## src/rtl/vending_machine_change.sv

```systemverilog
// rtl/vending_machine_change.sv - coin-operated vending FSM with dime/nickel change return
// Moore outputs decode state and credit; only coin_reject is a separately registered pulse.
module vending_machine_change #(
  parameter int PRICE = 15,
  parameter int CW    = 8
) (
  input  logic          clk,
  input  logic          rstn,
  input  logic          nickel,
  input  logic          dime,
  input  logic          quarter,
  input  logic          cancel,
  output logic          dispense,
  output logic          chg_dime,
  output logic          chg_nickel,
  output logic          coin_reject,
  output logic          busy,
  output logic [CW-1:0] credit
);

  typedef enum logic [1:0] {
    COLLECT = 2'd0,
    VEND    = 2'd1,
    CHANGE  = 2'd2
  } state_t;

  localparam logic [CW-1:0] PRICE_C  = CW'(PRICE);
  localparam logic [CW-1:0] NICKEL_C = CW'(5);
  localparam logic [CW-1:0] DIME_C   = CW'(10);
  localparam logic [CW-1:0] QUART_C  = CW'(25);

  state_t        state_q, state_d;
  logic [CW-1:0] credit_q, credit_d;
  logic          coin_reject_q, coin_reject_d;
  logic [CW-1:0] coin_val;
  logic          any_coin;

  assign any_coin = nickel | dime | quarter;

  always_comb begin
    state_d       = state_q;
    credit_d      = credit_q;
    coin_reject_d = 1'b0;
    coin_val      = '0;
    case (state_q)
      COLLECT: begin
        if (cancel && (credit_q != '0)) begin
          // Refund wins over any coin offered in the same cycle.
          state_d       = CHANGE;
          coin_reject_d = any_coin;
        end else begin
          if (quarter) begin
            coin_val      = QUART_C;
            coin_reject_d = dime | nickel;
          end else if (dime) begin
            coin_val      = DIME_C;
            coin_reject_d = nickel;
          end else if (nickel) begin
            coin_val = NICKEL_C;
          end
          credit_d = credit_q + coin_val;
          if (credit_d >= PRICE_C) state_d = VEND;
        end
      end
      VEND: begin
        coin_reject_d = any_coin;
        credit_d      = credit_q - PRICE_C;
        state_d       = (credit_d != '0) ? CHANGE : COLLECT;
      end
      CHANGE: begin
        coin_reject_d = any_coin;
        credit_d      = credit_q - ((credit_q >= DIME_C) ? DIME_C : NICKEL_C);
        if (credit_d == '0) state_d = COLLECT;
      end
      default: begin
        state_d  = COLLECT;
        credit_d = '0;
      end
    endcase
  end

  always_ff @(posedge clk or negedge rstn) begin
    if (!rstn) begin
      state_q       <= COLLECT;
      credit_q      <= '0;
      coin_reject_q <= 1'b0;
    end else begin
      state_q       <= state_d;
      credit_q      <= credit_d;
      coin_reject_q <= coin_reject_d;
    end
  end

  // CHANGE is only ever entered with non-zero credit, so exactly one change line is active there.
  assign dispense    = (state_q == VEND);
  assign chg_dime    = (state_q == CHANGE) && (credit_q >= DIME_C);
  assign chg_nickel  = (state_q == CHANGE) && (credit_q < DIME_C);
  assign busy        = (state_q != COLLECT);
  assign coin_reject = coin_reject_q;
  assign credit      = credit_q;

endmodule
```

## config.mk

```make
export PLATFORM = sky130hd
export DESIGN_NAME = vending_machine_change
export DESIGN_NICKNAME = d
export VERILOG_FILES = /design/src/rtl/vending_machine_change.sv
export SDC_FILE = /design/constraint.sdc
export NUM_CORES = 1
export LEC_CHECK = 0
export ABC_CLOCK_PERIOD_IN_PS = 3700
export CAP_MARGIN = 10
export CORE_AREA = 2 2 50 64
export DETAILED_ROUTE_END_ITERATION = 16
export DIE_AREA = 0 0 52 66
export PLACE_DENSITY = 0.85
export SKIP_LAST_GASP = 1
export SYNTH_ARGS = -nofsm -noshare
export SYNTH_HDL_FRONTEND = slang
export SYNTH_SLANG_ARGS = --single-unit
export TNS_END_PERCENT = 30
```

## constraint.sdc

```tcl
create_clock -name clk -period 3.7 [get_ports clk]
set_input_delay 1.11 -clock clk [delete_from_list [all_inputs] [get_ports clk]]
set_output_delay 1.11 -clock clk [all_outputs]
set_load 0.005 [all_outputs]
```

==> flow_summary.json, run 1 <==
{
  "cp.arrival_ns": 3.61,
  "post_route_cells_drive_above_1_share": 0.105,
  "cp_max_fo": 3,
  "worstSkewPairLatency_ns": 0.26,
  "track_usage": 0.260,
  "antenna_found_initial": 0,
  "cp_common_cell": "inv_1",
  "synth_cell_types": 57,
  "reg2reg_slack_ns": 0.40,
  "worstSetupPathType": "in -> reg",
  "cts_tree": "yes",
  "cp_slowest_cell": "clkdlybuf4s50_1",
  "rsz0062_at_grt": "no",
  "synth_fp_nets": 214,
  "die_y_um": 66,
  "cts.sinks": 11,
  "p_leak_nw": 0.792,
  "worst_r2r_path_depth": 13,
  "hp-start": "state_q[1]$_DFFE_PN0P_",
  "synthCells": 189,
  "cp_cell_sequence": "clkdlybuf4s50_1 -> inv_1 -> o21bai_1 -> ha_1 -> inv_1 -> fa_1 -> xnor2_1 -> nand3_1 -> nor3_1 -> nor4_2 -> a31oi_1 -> mux2i_1",
  "vias": 1514,
  "drtPass1Iterations": 4,
  "grt_pass1_wl_um": 6800,
  "setup_viol_count_final": 0,
  "timing.rr.start": "credit[0]$_DFFE_PN0N_",
  "grt_pass1_vias": 1465,
  "path_clk_slew_ns": 0.06,
  "dp_cells": 242,
  "power.density_mw_per_mm2": 1000,
  "drv_slew": 0,
  "vias_per_cell": 6.15,
  "synth_ff_type": "dfrtp_1",
  "maxCapViolCount": 0,
  "yosysTopAreaCell": "dfrtp_1",
  "async_reset_ff_frac": 1.00,
  "tightest_slew_ns": 0.477,
  "cts_htree_levels": 1,
  "drtAntennaViolNets": 0,
  "antenna_cells": 0,
  "numCtsBuffers": 3,
  "cts_resized": 0,
  "outcome": "completed",
  "finalPower_mw": 1.79,
  "vdd_drop_max_mv": 0.651,
  "skew_ns": 0.00737,
  "min_period_over_period": 0.926,
  "synth_area_per_cell_sq_um": 8.04,
  "synth-edff-count": 0,
  "min_period_ns": 3.43,
  "initialDrtViolationCount": 37,
  "clockRootBuffer": "clkbuf_4",
  "place_hpwl_um": 3180,
  "die_width_um": 52,
  "hp-class": "reg -> reg",
  "nets": 236,
  "min_path_cells": 2,
  "ys_seq_area_frac": 0.181,
  "hold_end": "state_q[1]$_DFFE_PN0P_",
  "cpPeakStageDelay_ns": 0.50,
  "final_area_sq_mm": 0.00178,
  "hold_buffers": 0,
  "core_area_sq_mm": 0.00284,
  "routabilityCongestion": 0.996,
  "start_util": 0.536,
  "post_cts_buffers": 0,
  "r2r_end": "state_q[0]$_DFFE_PN0P_",
  "synth_area_sq_mm": 0.00152,
  "die-area_sq_mm": 0.00343,
  "yosys-top-cells-area": "dfrtp_1, ha_1, a21oi_1, nand2_1, nor2_1",
  "worst_setup_path_end_kind": "register",
  "synth_top_area_share": 0.181,
  "portBuffers": 18,
  "relSlewSlack": 0.681,
  "drc_errors": 0,
  "finalHoldViolCount": 0,
  "routed_wl_um": 3980,
  "fp-row-count": 22,
  "areaGrowthSynthToFinish_pct": 17.3,
  "stdcell_count": 246,
  "ctsLongestPathBuffers": 2,
  "wl_per_cell_um": 16.2,
  "synth_seq_cells": 11,
  "grt_max_degree": 17,
  "start_kind": "input port",
  "io_pins": 19,
  "worstPathRequired_ns": 3.89,
  "yosysWarnings": 0,
  "fmaxAchievable_mhz": 292,
  "gr-total-overflow": 0,
  "dpl_cell_area_sq_mm": 0.00176
}
-- routing by layer --
| metal | GRT usage | up-vias | routed length (um) |
|---|---|---|---|
| met4 | 0.0789 | 0 | 114 |
| met3 | 0.0317 | 10 | 230 |
| met2 | 0.456 | 61 | 2030 |
| li1 | - | 732 | - |
| met1 | 0.324 | 711 | 1600 |
| met5 | 0 | - | 0 |
-- how the worst max path moves through the flow --
| stage | end | cells past startpoint | start |
|---|---|---|---|
| finish | state_q[1]$_DFFE_PN0P_ | 12 | nickel |
| detailed placement | state_q[1]$_DFFE_PN0P_ | 12 | nickel |
| CTS | state_q[1]$_DFFE_PN0P_ | 12 | nickel |
| global placement | state_q[1]$_DFFE_PN0P_ | 12 | nickel |
| global route | state_q[1]$_DFFE_PN0P_ | 12 | nickel |
| floorplan | state_q[1]$_DFFE_PN0P_ | 9 | dime |
-- where the power goes --
group | switching [mW] | total (mW) | internal, mW | leakage, nW
Sequential | 0.0749 | 0.255 | 0.181 | 0.138
Clock | 0.0381 | 0.0798 | 0.0416 | 0.0150
Combinational | 0.798 | 1.45 | 0.652 | 0.639
-- metrics by stage --
stage                util  hold slack (ns)  TNS [ns]  worst slack [ns]
floorplan               -            0.560         0             0.723
global placement    0.620            0.596   -0.0188           -0.0188
detailed placement  0.620            0.614   -0.0115           -0.0115
CTS                 0.629            0.630         0             0.254
global route        0.629            0.656         0             0.121
finish              0.629            0.624         0             0.275
-- cell type report --
type,instances,area (sq um)
fill,259,1050
multi-input combinational,158,1160
sequential,11,275
inverter,13,48.8
clock buffer,4,26.3
timing repair buffer,24,225
tap,36,45.0
-- registers in the layout, indices dropped and copies added, names as in the netlist --
register	count
credit	8
coin_reject	1
state_q	2
-- worst max-delay path: cells and delay by family --
family	cells	cell delay (ns)
fa+ha+maj	2	0.66
buf+inv	3	0.62
xor+xnor	1	0.23
compound gates	2	0.36
mux	1	0.20
simple gates	3	0.43
-- cell usage after synthesis (all sizes together) (3+ instances only) --
cell type   n
nand3       6
dfrtp      11
o21ai      13
or2         4
clkbuf      3
and2        3
o21a        3
nand2b      5
or3         3
ha         17
a21o        3
nor2       15
xnor2       5
a22o        3
a211oi      4
inv        13
nand2      16
and3        3
nor3        6
buf         4
o31ai       4
a21oi      13
-- cells by family (layout without fill, tap and decap cells) --
| kind of cell | after synthesis | count (layout) | synth area share |
|---|---|---|---|
| and+or+nand+nor | 69 | 69 | 0.253 |
| AOI/OAI and AO/OA | 61 | 61 | 0.292 |
| adders and majority gates | 20 | 20 | 0.173 |
| buffers and inverters | 20 | 41 | 0.0543 |
| DFF | 11 | 11 | 0.181 |
| xor gates and xnor gates | 7 | 7 | 0.0403 |
| muxes | 1 | 1 | 0.00658 |
-- layout by cell type, fill, tap and decap left out, drive strengths merged, types with 2 or more instances in the layout --
| cell | Yosys | final |
|---|---|---|
| clkdlybuf4s50 | 0 | 18 |
| ha | 17 | 17 |
| nand2 | 16 | 16 |
| nor2 | 15 | 15 |
| inv | 13 | 13 |
| a21oi | 13 | 13 |
| o21ai | 13 | 13 |
| dfrtp | 11 | 11 |
| nand3 | 6 | 6 |
| buf | 4 | 6 |
| nor3 | 6 | 6 |
| nand2b | 5 | 5 |
| xnor2 | 5 | 5 |
| o31ai | 4 | 4 |
| clkbuf | 3 | 4 |
| or2 | 4 | 4 |
| a211oi | 4 | 4 |
| a21o | 3 | 3 |
| o21a | 3 | 3 |
| a22o | 3 | 3 |
| or3 | 3 | 3 |
| and3 | 3 | 3 |
| and2 | 3 | 3 |
| a31oi | 2 | 2 |
| nand4 | 2 | 2 |
| xor2 | 2 | 2 |
| a32o | 2 | 2 |
| o22ai | 2 | 2 |
| a22oi | 2 | 2 |
| fa | 2 | 2 |
| nor4 | 2 | 2 |
| nor2b | 2 | 2 |
Power figures use the tool's default switching activity.
==> run 2: changes to the inputs <==
--- a/config.mk
+++ b/config.mk
@@ -10,7 +10,8 @@
 export CORE_AREA = 2 2 50 64
 export DETAILED_ROUTE_END_ITERATION = 16
 export DIE_AREA = 0 0 52 66
-export PLACE_DENSITY = 0.85
+export PLACE_DENSITY = 0.87
+export SETUP_SLACK_MARGIN = 0.4
 export SKIP_LAST_GASP = 1
 export SYNTH_ARGS = -nofsm -noshare
 export SYNTH_HDL_FRONTEND = slang
==> run 2 against run 1 <==
Against the previous run:
- first-iteration DRC count increased by 110%
- clock power grew 5.8%
- critical endpoint is now chg_dime
- sequential cell count unchanged
- critical path type is now reg -> out
- final cell count is 1.2% higher
- utilization rose by 3.1 points
- critical path depth down 5
- wire length rose by 10%
- worst setup slack improved by 0.26 ns
- power rose by 7.5%
- global-route usage is 0.44 points higher
- count of clock-buffer cells in the layout unchanged
==> flow_summary.json, run 2 (same netlist as run 1, synthesis figures left out) <==
{
  "clockRootBuffer": "clkbuf_4",
  "stdcell_count": 249,
  "largest_reg_flops": 8,
  "place_hpwl_um": 3240,
  "cp_cell_sequence": "inv_2 -> ha_1 -> o31ai_1 -> nand2_1 -> inv_1 -> nor2_1 -> clkdlybuf4s50_1",
  "core_area_sq_mm": 0.00284,
  "reg2reg_slack_ns": 0.60,
  "setup_slack_ns": 0.537,
  "start_kind": "register",
  "numCtsBuffers": 3,
  "fin_util": 0.660,
  "tightest_slew_ns": 0.519,
  "antenna_cells": 0,
  "start_util": 0.536,
  "drtPass1Iterations": 4,
  "track_usage": 0.264,
  "r2r_end": "state_q[0]$_DFFE_PN0P_",
  "hold_end": "state_q[1]$_DFFE_PN0P_",
  "min_period_over_period": 0.855,
  "setup_viol_count_final": 0,
  "drc_errors": 0,
  "min_path_cells": 2,
  "post_route_cells_drive_above_1_share": 0.164,
  "antenna_found_initial": 0,
  "vias": 1569,
  "worstSkewPairLatency_ns": 0.28,
  "areaGrowthSynthToFinish_pct": 23.0,
  "num-fill-cells": 219,
  "path_clk_slew_ns": 0.08,
  "die_y_um": 66,
  "wl_per_cell_um": 17.6,
  "skew_ns": 0.00988,
  "final_common_cell": "nand2_1",
  "power.density_mw_per_mm2": 1030,
  "io_pins": 19,
  "vias_per_cell": 6.30,
  "vdd_drop_max_mv": 0.723,
  "drtAntennaViolNets": 0,
  "cts_htree_levels": 1,
  "dp_cells": 242,
  "grt_pass1_wl_um": 6890,
  "die-area_sq_mm": 0.00343,
  "worst_setup_path_end_kind": "output pin",
  "finalHoldViolCount": 0,
  "crit_family": "buffers and inverters",
  "worst_r2r_path_depth": 12,
  "cts.sinks": 11,
  "fin_setup_tns_ns": 0,
  "cp_max_fo": 7,
  "p_leak_nw": 0.842,
  "rsz0062_at_grt": "no",
  "cts_tree": "yes",
  "routed_wl_um": 4390,
  "min_period_ns": 3.16,
  "cpPeakStageDelay_ns": 0.46,
  "worstPathRequired_ns": 2.59,
  "outcome": "completed",
  "fmaxAchievable_mhz": 316,
  "mostFrequentLayoutCells": "nand2_1, nor2_1, ha_1, clkdlybuf4s50_1",
  "gr-total-overflow": 0,
  "routabilityCongestion": 0.927,
  "relSlewSlack": 0.653,
  "hp-start": "state_q[1]$_DFFE_PN0P_",
  "ctsLongestPathBuffers": 2,
  "worstSetupPathType": "reg -> out",
  "grt_max_degree": 17,
  "cp.arrival_ns": 2.05,
  "drv_slew": 0,
  "maxCapViolCount": 0,
  "fp-row-count": 22,
  "pre_cts_ws_ns": -0.00312,
  "portBuffers": 18,
  "initialDrtViolationCount": 76,
  "hp-class": "reg -> reg",
  "finalPower_mw": 1.92,
  "die_width_um": 52,
  "timing.rr.start": "credit[0]$_DFFE_PN0N_",
  "grt_pass1_vias": 1489,
  "cp_slowest_cell": "dfrtp_2",
  "nets": 239,
  "crit_buf_inv": 3
}
==> run 2: cell count changes in the layout (fill, tap and decap cells not counted), sizes merged <==
cell and delta:
clkdlybuf4s50 -3, dlymetal6s2s +3, buf +3
==> run 2: worst min-delay path: stages (launching register included) <==
cell and delay [ns]:
dfrtp_1 0.40, inv_1 0.10, mux2i_1 0.07
==> run 2: metrics by stage <==
step | cell area (sq um) | hold WS (ns)
3_3_place_gp | 1760 | 0.588
3_5_place_dp | 1760 | 0.603
4_1_cts | 1790 | 0.616
2_1_floorplan | 1520 | 0.560
5_1_grt | 1870 | 0.655
6_report | 1870 | 0.617
==> run 2: layout make-up <==
cell class	instances	area [sq um]	share of cell area
Multi-Input combinational cell	158	1220	0.652
Sequential cell	11	277	0.148
Timing Repair Buffer	27	255	0.136
Inverter	13	48.8	0.0261
Tap cell	36	45.0	0.0241
Clock buffer	4	26.3	0.0140
==> run 2: routing by layer <==
layer | wire length, um | track usage | vias up
li1 | - | - | 743
met1 | 1780 | 0.325 | 736
met2 | 2180 | 0.448 | 76
met3 | 287 | 0.0452 | 14
met4 | 135 | 0.105 | 0
met5 | 0 | 0 | -
==> run 2: repair_timing <==
action                                  4_1_cts  5_1_grt
gates resized for setup                       3       12
buffers inserted                              0        3
pin swaps                                     0        6
hold buffers                                  0        0
endpoints found under the setup margin        4        6
==> run 2: worst max path at each step <==
stage	depth (start not counted)	start	slack, ns	endpoint
2_1_floorplan	9	dime	0.72	state_q[1]$_DFFE_PN0P_
3_3_place_gp	12	nickel	-0.01	state_q[1]$_DFFE_PN0P_
3_5_place_dp	12	nickel	-0.003	state_q[1]$_DFFE_PN0P_
4_1_cts	10	dime	0.37	state_q[1]$_DFFE_PN0P_
5_1_grt	12	credit[0]$_DFFE_PN0N_	0.38	state_q[0]$_DFFE_PN0P_
6_report	7	credit[0]$_DFFE_PN0N_	0.54	chg_dime
==> run 2: report_power, final <==
| part | internal [mW] | switching, mW | leakage [nW] |
|---|---|---|---|
| registers | 0.182 | 0.0775 | 0.137 |
| clock network | 0.0418 | 0.0426 | 0.0150 |
| logic | 0.708 | 0.868 | 0.690 |
| total | 0.932 | 0.988 | 0.842 |
